[src/rtl/ram_arb_pkg.sv]
// Shared types and defaults for the RAM arbiter and its download write buffer.
package ram_arb_pkg;

  localparam int unsigned ACCESS_CYCLES_DEF = 3;

  typedef enum logic [1:0] {
    ST_IDLE   = 2'd0,
    ST_ACCESS = 2'd1,
    ST_DONE   = 2'd2
  } state_e;

  typedef enum logic [1:0] {
    OWN_DL  = 2'd0,
    OWN_VID = 2'd1,
    OWN_CPU = 2'd2
  } owner_e;

endpackage

[src/rtl/ram_arbiter_if.sv]
// Bus bundle between the arbiter and its requesters/RAM.
// slave: arbiter side, master: requester/RAM side.
interface ram_arbiter_if #(
  parameter int unsigned ADDR_W = 25
);
  logic              dl_wr;
  logic [ADDR_W-1:0] dl_a;
  logic [7:0]        dl_d;
  logic              downloading;
  logic              cpu_req;
  logic              cpu_we;
  logic [ADDR_W-1:0] cpu_a;
  logic [7:0]        cpu_d;
  logic              cpu_ack;
  logic [7:0]        cpu_q;
  logic              vid_req;
  logic [ADDR_W-1:0] vid_a;
  logic              vid_ack;
  logic [7:0]        vid_q;
  logic [ADDR_W-1:0] ram_a;
  logic [7:0]        ram_d;
  logic              ram_we;
  logic              ram_oe;
  logic [7:0]        ram_q;
  logic              cpu_hold;
  logic              dl_ovf;

  modport slave (
    input  dl_wr, dl_a, dl_d, downloading,
    input  cpu_req, cpu_we, cpu_a, cpu_d,
    input  vid_req, vid_a, ram_q,
    output cpu_ack, cpu_q, vid_ack, vid_q,
    output ram_a, ram_d, ram_we, ram_oe, cpu_hold, dl_ovf
  );

  modport master (
    output dl_wr, dl_a, dl_d, downloading,
    output cpu_req, cpu_we, cpu_a, cpu_d,
    output vid_req, vid_a, ram_q,
    input  cpu_ack, cpu_q, vid_ack, vid_q,
    input  ram_a, ram_d, ram_we, ram_oe, cpu_hold, dl_ovf
  );
endinterface

[src/rtl/dl_wbuf.sv]
// One-entry download write buffer: captures loader strobes, is drained by
// the arbiter, and flags strobes lost because the entry was still occupied.
module dl_wbuf #(
  parameter int unsigned ADDR_W = 25
) (
  input  logic              clk,
  input  logic              reset_n,
  input  logic              i_wr,
  input  logic [ADDR_W-1:0] i_a,
  input  logic [7:0]        i_d,
  input  logic              i_consume,
  input  logic              i_downloading,
  output logic              o_valid,
  output logic [ADDR_W-1:0] o_a,
  output logic [7:0]        o_d,
  output logic              o_ovf
);

  logic              r_valid;
  logic [ADDR_W-1:0] r_a;
  logic [7:0]        r_d;
  logic              r_ovf;
  logic              r_dl_prev;
  logic              w_dl_rise;
  logic              w_drop;

  assign w_dl_rise = i_downloading & ~r_dl_prev;
  assign w_drop    = i_wr & r_valid & ~i_consume;

  // Entry capture/drain and sticky overflow; a drop on the same edge as a
  // session start still sets the flag, since the loss happened in the new session.
  always_ff @(posedge clk or negedge reset_n) begin
    if (!reset_n) begin
      r_valid   <= 1'b0;
      r_a       <= '0;
      r_d       <= '0;
      r_ovf     <= 1'b0;
      r_dl_prev <= 1'b0;
    end else begin
      r_dl_prev <= i_downloading;
      if (i_wr && (!r_valid || i_consume)) begin
        r_valid <= 1'b1;
        r_a     <= i_a;
        r_d     <= i_d;
      end else if (i_consume) begin
        r_valid <= 1'b0;
      end
      if (w_drop) begin
        r_ovf <= 1'b1;
      end else if (w_dl_rise) begin
        r_ovf <= 1'b0;
      end
    end
  end

  assign o_valid = r_valid;
  assign o_a     = r_a;
  assign o_d     = r_d;
  assign o_ovf   = r_ovf;

endmodule

[src/rtl/ram_arbiter.sv]
// Single-port RAM arbiter: download buffer > video > CPU, fixed-length
// accesses followed by a one-cycle completion slot.
module ram_arbiter
  import ram_arb_pkg::*;
#(
  parameter int unsigned ADDR_W        = 25,
  parameter int unsigned ACCESS_CYCLES = ACCESS_CYCLES_DEF
) (
  input  logic          clk,
  input  logic          reset_n,
  ram_arbiter_if.slave  bus
);

  localparam logic [3:0] LAST_CNT = 4'(ACCESS_CYCLES);

  state_e            r_state;
  owner_e            r_owner;
  logic [3:0]        r_cnt;
  logic [ADDR_W-1:0] r_ram_a;
  logic [7:0]        r_ram_d;
  logic              r_we;
  logic              r_oe;
  logic              r_cpu_ack;
  logic              r_vid_ack;
  logic [7:0]        r_cpu_q;
  logic [7:0]        r_vid_q;

  logic              w_buf_valid;
  logic [ADDR_W-1:0] w_buf_a;
  logic [7:0]        w_buf_d;
  logic              w_dl_ovf;
  logic              w_idle;
  logic              w_grant_dl;
  logic              w_grant_vid;
  logic              w_grant_cpu;

  assign w_idle      = (r_state == ST_IDLE);
  assign w_grant_dl  = w_idle & w_buf_valid;
  assign w_grant_vid = w_idle & ~w_buf_valid & bus.vid_req;
  assign w_grant_cpu = w_idle & ~w_buf_valid & ~bus.vid_req & bus.cpu_req & ~bus.downloading;

  dl_wbuf #(
    .ADDR_W (ADDR_W)
  ) u_wbuf (
    .clk           (clk),
    .reset_n       (reset_n),
    .i_wr          (bus.dl_wr),
    .i_a           (bus.dl_a),
    .i_d           (bus.dl_d),
    .i_consume     (w_grant_dl),
    .i_downloading (bus.downloading),
    .o_valid       (w_buf_valid),
    .o_a           (w_buf_a),
    .o_d           (w_buf_d),
    .o_ovf         (w_dl_ovf)
  );

  // Grant, hold the RAM strobes for the access, capture read data and pulse ack.
  always_ff @(posedge clk or negedge reset_n) begin
    if (!reset_n) begin
      r_state   <= ST_IDLE;
      r_owner   <= OWN_DL;
      r_cnt     <= '0;
      r_ram_a   <= '0;
      r_ram_d   <= '0;
      r_we      <= 1'b0;
      r_oe      <= 1'b0;
      r_cpu_ack <= 1'b0;
      r_vid_ack <= 1'b0;
      r_cpu_q   <= '0;
      r_vid_q   <= '0;
    end else begin
      r_cpu_ack <= 1'b0;
      r_vid_ack <= 1'b0;
      case (r_state)
        ST_IDLE: begin
          r_cnt <= '0;
          if (w_grant_dl) begin
            r_state <= ST_ACCESS;
            r_owner <= OWN_DL;
            r_ram_a <= w_buf_a;
            r_ram_d <= w_buf_d;
            r_we    <= 1'b1;
            r_oe    <= 1'b0;
            r_cnt   <= 4'd1;
          end else if (w_grant_vid) begin
            r_state <= ST_ACCESS;
            r_owner <= OWN_VID;
            r_ram_a <= bus.vid_a;
            r_ram_d <= '0;
            r_we    <= 1'b0;
            r_oe    <= 1'b1;
            r_cnt   <= 4'd1;
          end else if (w_grant_cpu) begin
            r_state <= ST_ACCESS;
            r_owner <= OWN_CPU;
            r_ram_a <= bus.cpu_a;
            r_ram_d <= bus.cpu_d;
            r_we    <= bus.cpu_we;
            r_oe    <= ~bus.cpu_we;
            r_cnt   <= 4'd1;
          end
        end
        ST_ACCESS: begin
          if (r_cnt == LAST_CNT) begin
            r_state <= ST_DONE;
            r_cnt   <= '0;
            r_we    <= 1'b0;
            r_oe    <= 1'b0;
            if (r_oe && r_owner == OWN_VID) r_vid_q <= bus.ram_q;
            if (r_oe && r_owner == OWN_CPU) r_cpu_q <= bus.ram_q;
            r_vid_ack <= (r_owner == OWN_VID);
            r_cpu_ack <= (r_owner == OWN_CPU);
          end else begin
            r_cnt <= r_cnt + 4'd1;
          end
        end
        ST_DONE: begin
          r_state <= ST_IDLE;
        end
        default: begin
          r_state <= ST_IDLE;
        end
      endcase
    end
  end

  assign bus.ram_a    = r_ram_a;
  assign bus.ram_d    = r_ram_d;
  assign bus.ram_we   = r_we;
  assign bus.ram_oe   = r_oe;
  assign bus.cpu_ack  = r_cpu_ack;
  assign bus.vid_ack  = r_vid_ack;
  assign bus.cpu_q    = r_cpu_q;
  assign bus.vid_q    = r_vid_q;
  assign bus.dl_ovf   = w_dl_ovf;
  assign bus.cpu_hold = bus.downloading |
                        (bus.cpu_req & ~w_idle & (r_owner == OWN_DL));

endmodule
[src/flat_wrapper.sv]
// flat-port wrapper written by rule: the top's interface ports become plain ports
module ram_arbiter_flat import ram_arb_pkg::*;
#(
  parameter int unsigned ADDR_W        = 25,
  parameter int unsigned ACCESS_CYCLES = ACCESS_CYCLES_DEF
)
  (clk, reset_n, bus_dl_wr, bus_dl_a, bus_dl_d, bus_downloading, bus_cpu_req, bus_cpu_we, bus_cpu_a, bus_cpu_d, bus_vid_req, bus_vid_a, bus_ram_q, bus_cpu_ack, bus_cpu_q, bus_vid_ack, bus_vid_q, bus_ram_a, bus_ram_d, bus_ram_we, bus_ram_oe, bus_cpu_hold, bus_dl_ovf);
  ram_arbiter_if #(.ADDR_W(ADDR_W)) bus_i ();
  input  logic clk;
  input  logic reset_n;
  input wire logic [$bits(bus_i.dl_wr)-1:0] bus_dl_wr;
  input wire logic [$bits(bus_i.dl_a)-1:0] bus_dl_a;
  input wire logic [$bits(bus_i.dl_d)-1:0] bus_dl_d;
  input wire logic [$bits(bus_i.downloading)-1:0] bus_downloading;
  input wire logic [$bits(bus_i.cpu_req)-1:0] bus_cpu_req;
  input wire logic [$bits(bus_i.cpu_we)-1:0] bus_cpu_we;
  input wire logic [$bits(bus_i.cpu_a)-1:0] bus_cpu_a;
  input wire logic [$bits(bus_i.cpu_d)-1:0] bus_cpu_d;
  input wire logic [$bits(bus_i.vid_req)-1:0] bus_vid_req;
  input wire logic [$bits(bus_i.vid_a)-1:0] bus_vid_a;
  input wire logic [$bits(bus_i.ram_q)-1:0] bus_ram_q;
  output wire logic [$bits(bus_i.cpu_ack)-1:0] bus_cpu_ack;
  output wire logic [$bits(bus_i.cpu_q)-1:0] bus_cpu_q;
  output wire logic [$bits(bus_i.vid_ack)-1:0] bus_vid_ack;
  output wire logic [$bits(bus_i.vid_q)-1:0] bus_vid_q;
  output wire logic [$bits(bus_i.ram_a)-1:0] bus_ram_a;
  output wire logic [$bits(bus_i.ram_d)-1:0] bus_ram_d;
  output wire logic [$bits(bus_i.ram_we)-1:0] bus_ram_we;
  output wire logic [$bits(bus_i.ram_oe)-1:0] bus_ram_oe;
  output wire logic [$bits(bus_i.cpu_hold)-1:0] bus_cpu_hold;
  output wire logic [$bits(bus_i.dl_ovf)-1:0] bus_dl_ovf;
  assign bus_i.dl_wr = bus_dl_wr;
  assign bus_i.dl_a = bus_dl_a;
  assign bus_i.dl_d = bus_dl_d;
  assign bus_i.downloading = bus_downloading;
  assign bus_i.cpu_req = bus_cpu_req;
  assign bus_i.cpu_we = bus_cpu_we;
  assign bus_i.cpu_a = bus_cpu_a;
  assign bus_i.cpu_d = bus_cpu_d;
  assign bus_i.vid_req = bus_vid_req;
  assign bus_i.vid_a = bus_vid_a;
  assign bus_i.ram_q = bus_ram_q;
  assign bus_cpu_ack = bus_i.cpu_ack;
  assign bus_cpu_q = bus_i.cpu_q;
  assign bus_vid_ack = bus_i.vid_ack;
  assign bus_vid_q = bus_i.vid_q;
  assign bus_ram_a = bus_i.ram_a;
  assign bus_ram_d = bus_i.ram_d;
  assign bus_ram_we = bus_i.ram_we;
  assign bus_ram_oe = bus_i.ram_oe;
  assign bus_cpu_hold = bus_i.cpu_hold;
  assign bus_dl_ovf = bus_i.dl_ovf;
  ram_arbiter #(.ADDR_W(ADDR_W), .ACCESS_CYCLES(ACCESS_CYCLES)) u_core (.clk(clk), .reset_n(reset_n), .bus(bus_i));
endmodule
[config.mk]
export PLATFORM = sky130hd
export DESIGN_NAME = ram_arbiter_flat
export DESIGN_NICKNAME = d
export VERILOG_FILES = /design/src/rtl/ram_arb_pkg.sv /design/src/rtl/ram_arbiter_if.sv /design/src/rtl/dl_wbuf.sv /design/src/rtl/ram_arbiter.sv /design/src/flat_wrapper.sv
export SDC_FILE = /design/constraint.sdc
export NUM_CORES = 1
export LEC_CHECK = 0
export ABC_AREA = 1
export CAP_MARGIN = 25
export CORE_MARGIN = 1
export CORE_UTILIZATION = 39
export DETAILED_ROUTE_END_ITERATION = 8
export PLACE_DENSITY = 0.71
export SLEW_MARGIN = 20
export SYNTH_ARGS = -nofsm -noshare
export SYNTH_HDL_FRONTEND = slang
export SYNTH_SLANG_ARGS = --single-unit
export TNS_END_PERCENT = 10
[constraint.sdc]
create_clock -name clk -period 3.08 [get_ports clk]
set_input_delay 0.616 -clock clk [delete_from_list [all_inputs] [get_ports clk]]
set_output_delay 0.616 -clock clk [all_outputs]
set_load 0.005 [all_outputs]
==> results.py <==
metrics = {
    "outcome": {
        "outcome": "finished clean",
    },
    "power_and_ir_drop": {
        "power_density_mw_per_mm2": 913,
        "p_leak_nw": 3.13,
        "ir_drop_mv": 0.409,
    },
    "synthesis": {
        "ys_seq_area_frac": 0.532,
        "synthTopCellsByArea": "dfrtp_1 (53%), nand2_1 (19%), nand3_1 (11%)",
        "syn_nets": 683,
        "synth_area_mm2": 0.00456,
        "syn_avg_cell_area_um2": 7.92,
        "netlist_instances": 576,
        "synth.distinct_cells": 25,
        "yosysTopAreaCellShare": 0.532,
        "yosys.area.top_type": "dfrtp_1",
        "async_reset_ff_frac": 1.00,
        "synthFlopType": "dfrtp_1",
        "ys_ff_latch": 97,
        "synth_warnings": 0,
        "synth_edf_count": 0,
    },
    "critical_path": {
        "cp.required_ns": 2.46,
        "cp_data_arrival_time_ns": 1.88,
        "cp-end-kind": "primary output",
        "critical_path_class": "in2out",
        "cp_max_fo": 2,
        "crit_path_start_kind": "input port",
    },
    "detailed_routing": {
        "wire_per_inst_um": 14.8,
        "detail_route.wirelength_mm": 12.9,
        "drc": 0,
        "drt-initial-drc-count": 348,
        "drt-pass1-iter-count": 5,
        "vias": 4350,
        "via_per_inst": 5.00,
        "ant_nets": 0,
    },
    "sta": {
        "setup_violations": 0,
        "holdWs_ns": 0.326,
        "slew_violations": 0,
        "setup-tns-final_ns": 0,
        "rsz0062_at_grt": "false",
        "fin_crit_ns": 2.49,
        "hold_viol_final": 0,
        "fin_crit_sh": 0.809,
        "tightest_slew_ns": 0.824,
        "slew_headroom": 0.450,
        "fmax_mhz": 401,
        "skew_ns": 0.00819,
    },
    "clock_network": {
        "cts_setup_buffers": 0,
        "cts_hold_buf": 0,
        "cts.reportedPaths.clkPinSlew_ns": 0.07,
        "post_cts_resized": 0,
        "root_buffer": "clkbuf_16",
        "insertion_delay_ns": 0.34,
        "cts-htree-levels": 3,
        "cts_buffers": 9,
        "clock_sinks": 97,
        "clock_path_buffers": 2,
        "cts_tree": "yes",
    },
    "floorplan": {
        "dieArea_mm2": 0.0121,
        "io_pins": 161,
        "die_h_um": 110,
        "die_w_um": 110,
        "core_area_mm2": 0.0114,
        "initial_core_util": 0.400,
        "rows": 39,
    },
    "hold_path": {
        "min_path_type": "in2async",
    },
    "finish": {
        "nets": 830,
        "fillers": 1096,
        "diodes": 0,
        "stdcell_count": 870,
        "syn2layout_area_growth_pct": 42.9,
        "regArea_mm2": 0.00243,
        "multi_input_area_mm2": 0.00188,
        "drive_above_1_share": 0.0495,
    },
    "place": {
        "place_inst": 855,
        "gp_congestion": 0.823,
        "portBuffers": 160,
        "dp_hpwl_mm": 9.54,
    },
    "grt": {
        "grt_max_degree": 60,
        "grt_pass1_wl_mm": 20.6,
        "grtUsageMet3": 0.0288,
        "track_usage": 0.223,
        "grt_busiest_layer": "met2",
        "grt_util_met1": 0.290,
        "grt_pass1_vias": 4296,
        "antenna_found_initial": 0,
        "grt_overflow": 0,
        "grt_util_met2": 0.383,
    },
    "job": {
        "max_cap_violations": 0,
    },
}
## cell usage after synthesis (2+ instances only)
library cell and count:
inv_1 18, buf_2 21, nand3_1 100, nand2_1 233, a21oi_1 27, inv_2 2, nor2_1 33, clkinv_1 2
dfrtp_1 97, o21ai_0 15, clkbuf_1 7, nand2_2 4, nor3_4 2, buf_4 4
## worst paths after layout
check                                       from                     to  slack, ns  cells past startpoint
hold reg to reg            u_core.u_wbuf.o_a[11]  u_core.u_wbuf.o_a[11]       0.47                      2
max in group asynchronous                reset_n  u_core.u_wbuf.o_a[20]       1.97                      2
setup reg to reg               u_core.r_state[1]      u_core.bus.ram_we       0.81                      7
hold / removal                           reset_n    u_core.bus.vid_q[4]       0.33                      1
min in group clk           u_core.u_wbuf.o_a[11]  u_core.u_wbuf.o_a[11]       0.47                      2
setup / recovery                     bus_cpu_req           bus_cpu_hold       0.59                      4
## metal layers
metal / vias to the layer above / share of wire
met1: 2051 / 0.45
met2: 142 / 0.48
met3: 21 / 0.047
met4: 0 / 0.021
met5: - / 0
li1: 2136 / -
## cell families after synthesis
kind of cell               count (synthesis)  share of synthesized area
xor gates and xnor gates                   2                    0.00384
and+or+nand+nor                          375                      0.350
adders and majority gates                  1                    0.00274
DFF                                       97                      0.532
AOI/OAI and AO/OA                         46                     0.0551
buffers and inverters                     55                     0.0559
## critical path, cell delays in order
cell and delay, ns:
clkdlybuf4s50_1 0.49, nand3_1 0.09, o21ai_0 0.16, clkdlybuf4s50_1 0.52
## placed cells by master (no fill, tap or decap), types with 2 or more instances in the layout
cell type | Yosys | final
nand2_1 | 233 | 233
clkdlybuf4s50_1 | 0 | 159
nand3_1 | 100 | 100
dfrtp_1 | 97 | 97
nor2_1 | 33 | 33
a21oi_1 | 27 | 27
inv_1 | 18 | 18
o21ai_0 | 15 | 15
buf_4 | 4 | 10
clkbuf_16 | 0 | 9
nand2_2 | 4 | 4
inv_2 | 2 | 2
nor3_4 | 2 | 2
clkinv_1 | 2 | 2
clkinvlp_4 | 0 | 2
clkbuf_1 | 7 | 2
## flip-flops by register name, indices dropped and copies added, names as in the netlist
signal / count
u_core.u_wbuf.o_a: 25
u_core.bus.vid_q: 8
u_core.bus.cpu_ack: 1
u_core.bus.ram_oe: 1
u_core.u_wbuf.o_ovf: 1
u_core.r_owner: 2
u_core.bus.ram_d: 8
u_core.bus.ram_a: 25
u_core.bus.ram_we: 1
u_core.u_wbuf.o_d: 8
u_core.bus.cpu_q: 8
u_core.u_wbuf.r_dl_prev: 1
u_core.r_state: 2
u_core.u_wbuf.o_valid: 1
u_core.r_cnt: 4
u_core.bus.vid_ack: 1
## area by class of cell
type                    count  area share
well taps                 143      0.0274
clock buffers              11      0.0357
repair buffers            169       0.256
inverters                  22      0.0127
flip-flops and latches     97       0.372
multi-input cells         424       0.288
clock inverters             4     0.00825
## per-stage QoR
stage	instance area [um2]	power, mW	setup WS, ns	util
3_3_place_gp	6240	4.80	0.550	0.546
5_1_grt	6520	6.41	0.484	0.571
3_5_place_dp	6240	4.89	0.450	0.546
4_1_cts	6520	5.98	0.588	0.571
6_report	6520	5.96	0.587	0.571
2_1_floorplan	4560	3.68	1.49	-
## where the power goes
group	leakage [nW]	switching, mW	internal [mW]
Combinational	1.84	1.45	1.19
Sequential	1.16	0.376	1.85
Clock	0.132	0.465	0.629
Total	3.13	2.29	3.67
Note: power is estimated with default switching activity, not from simulation.
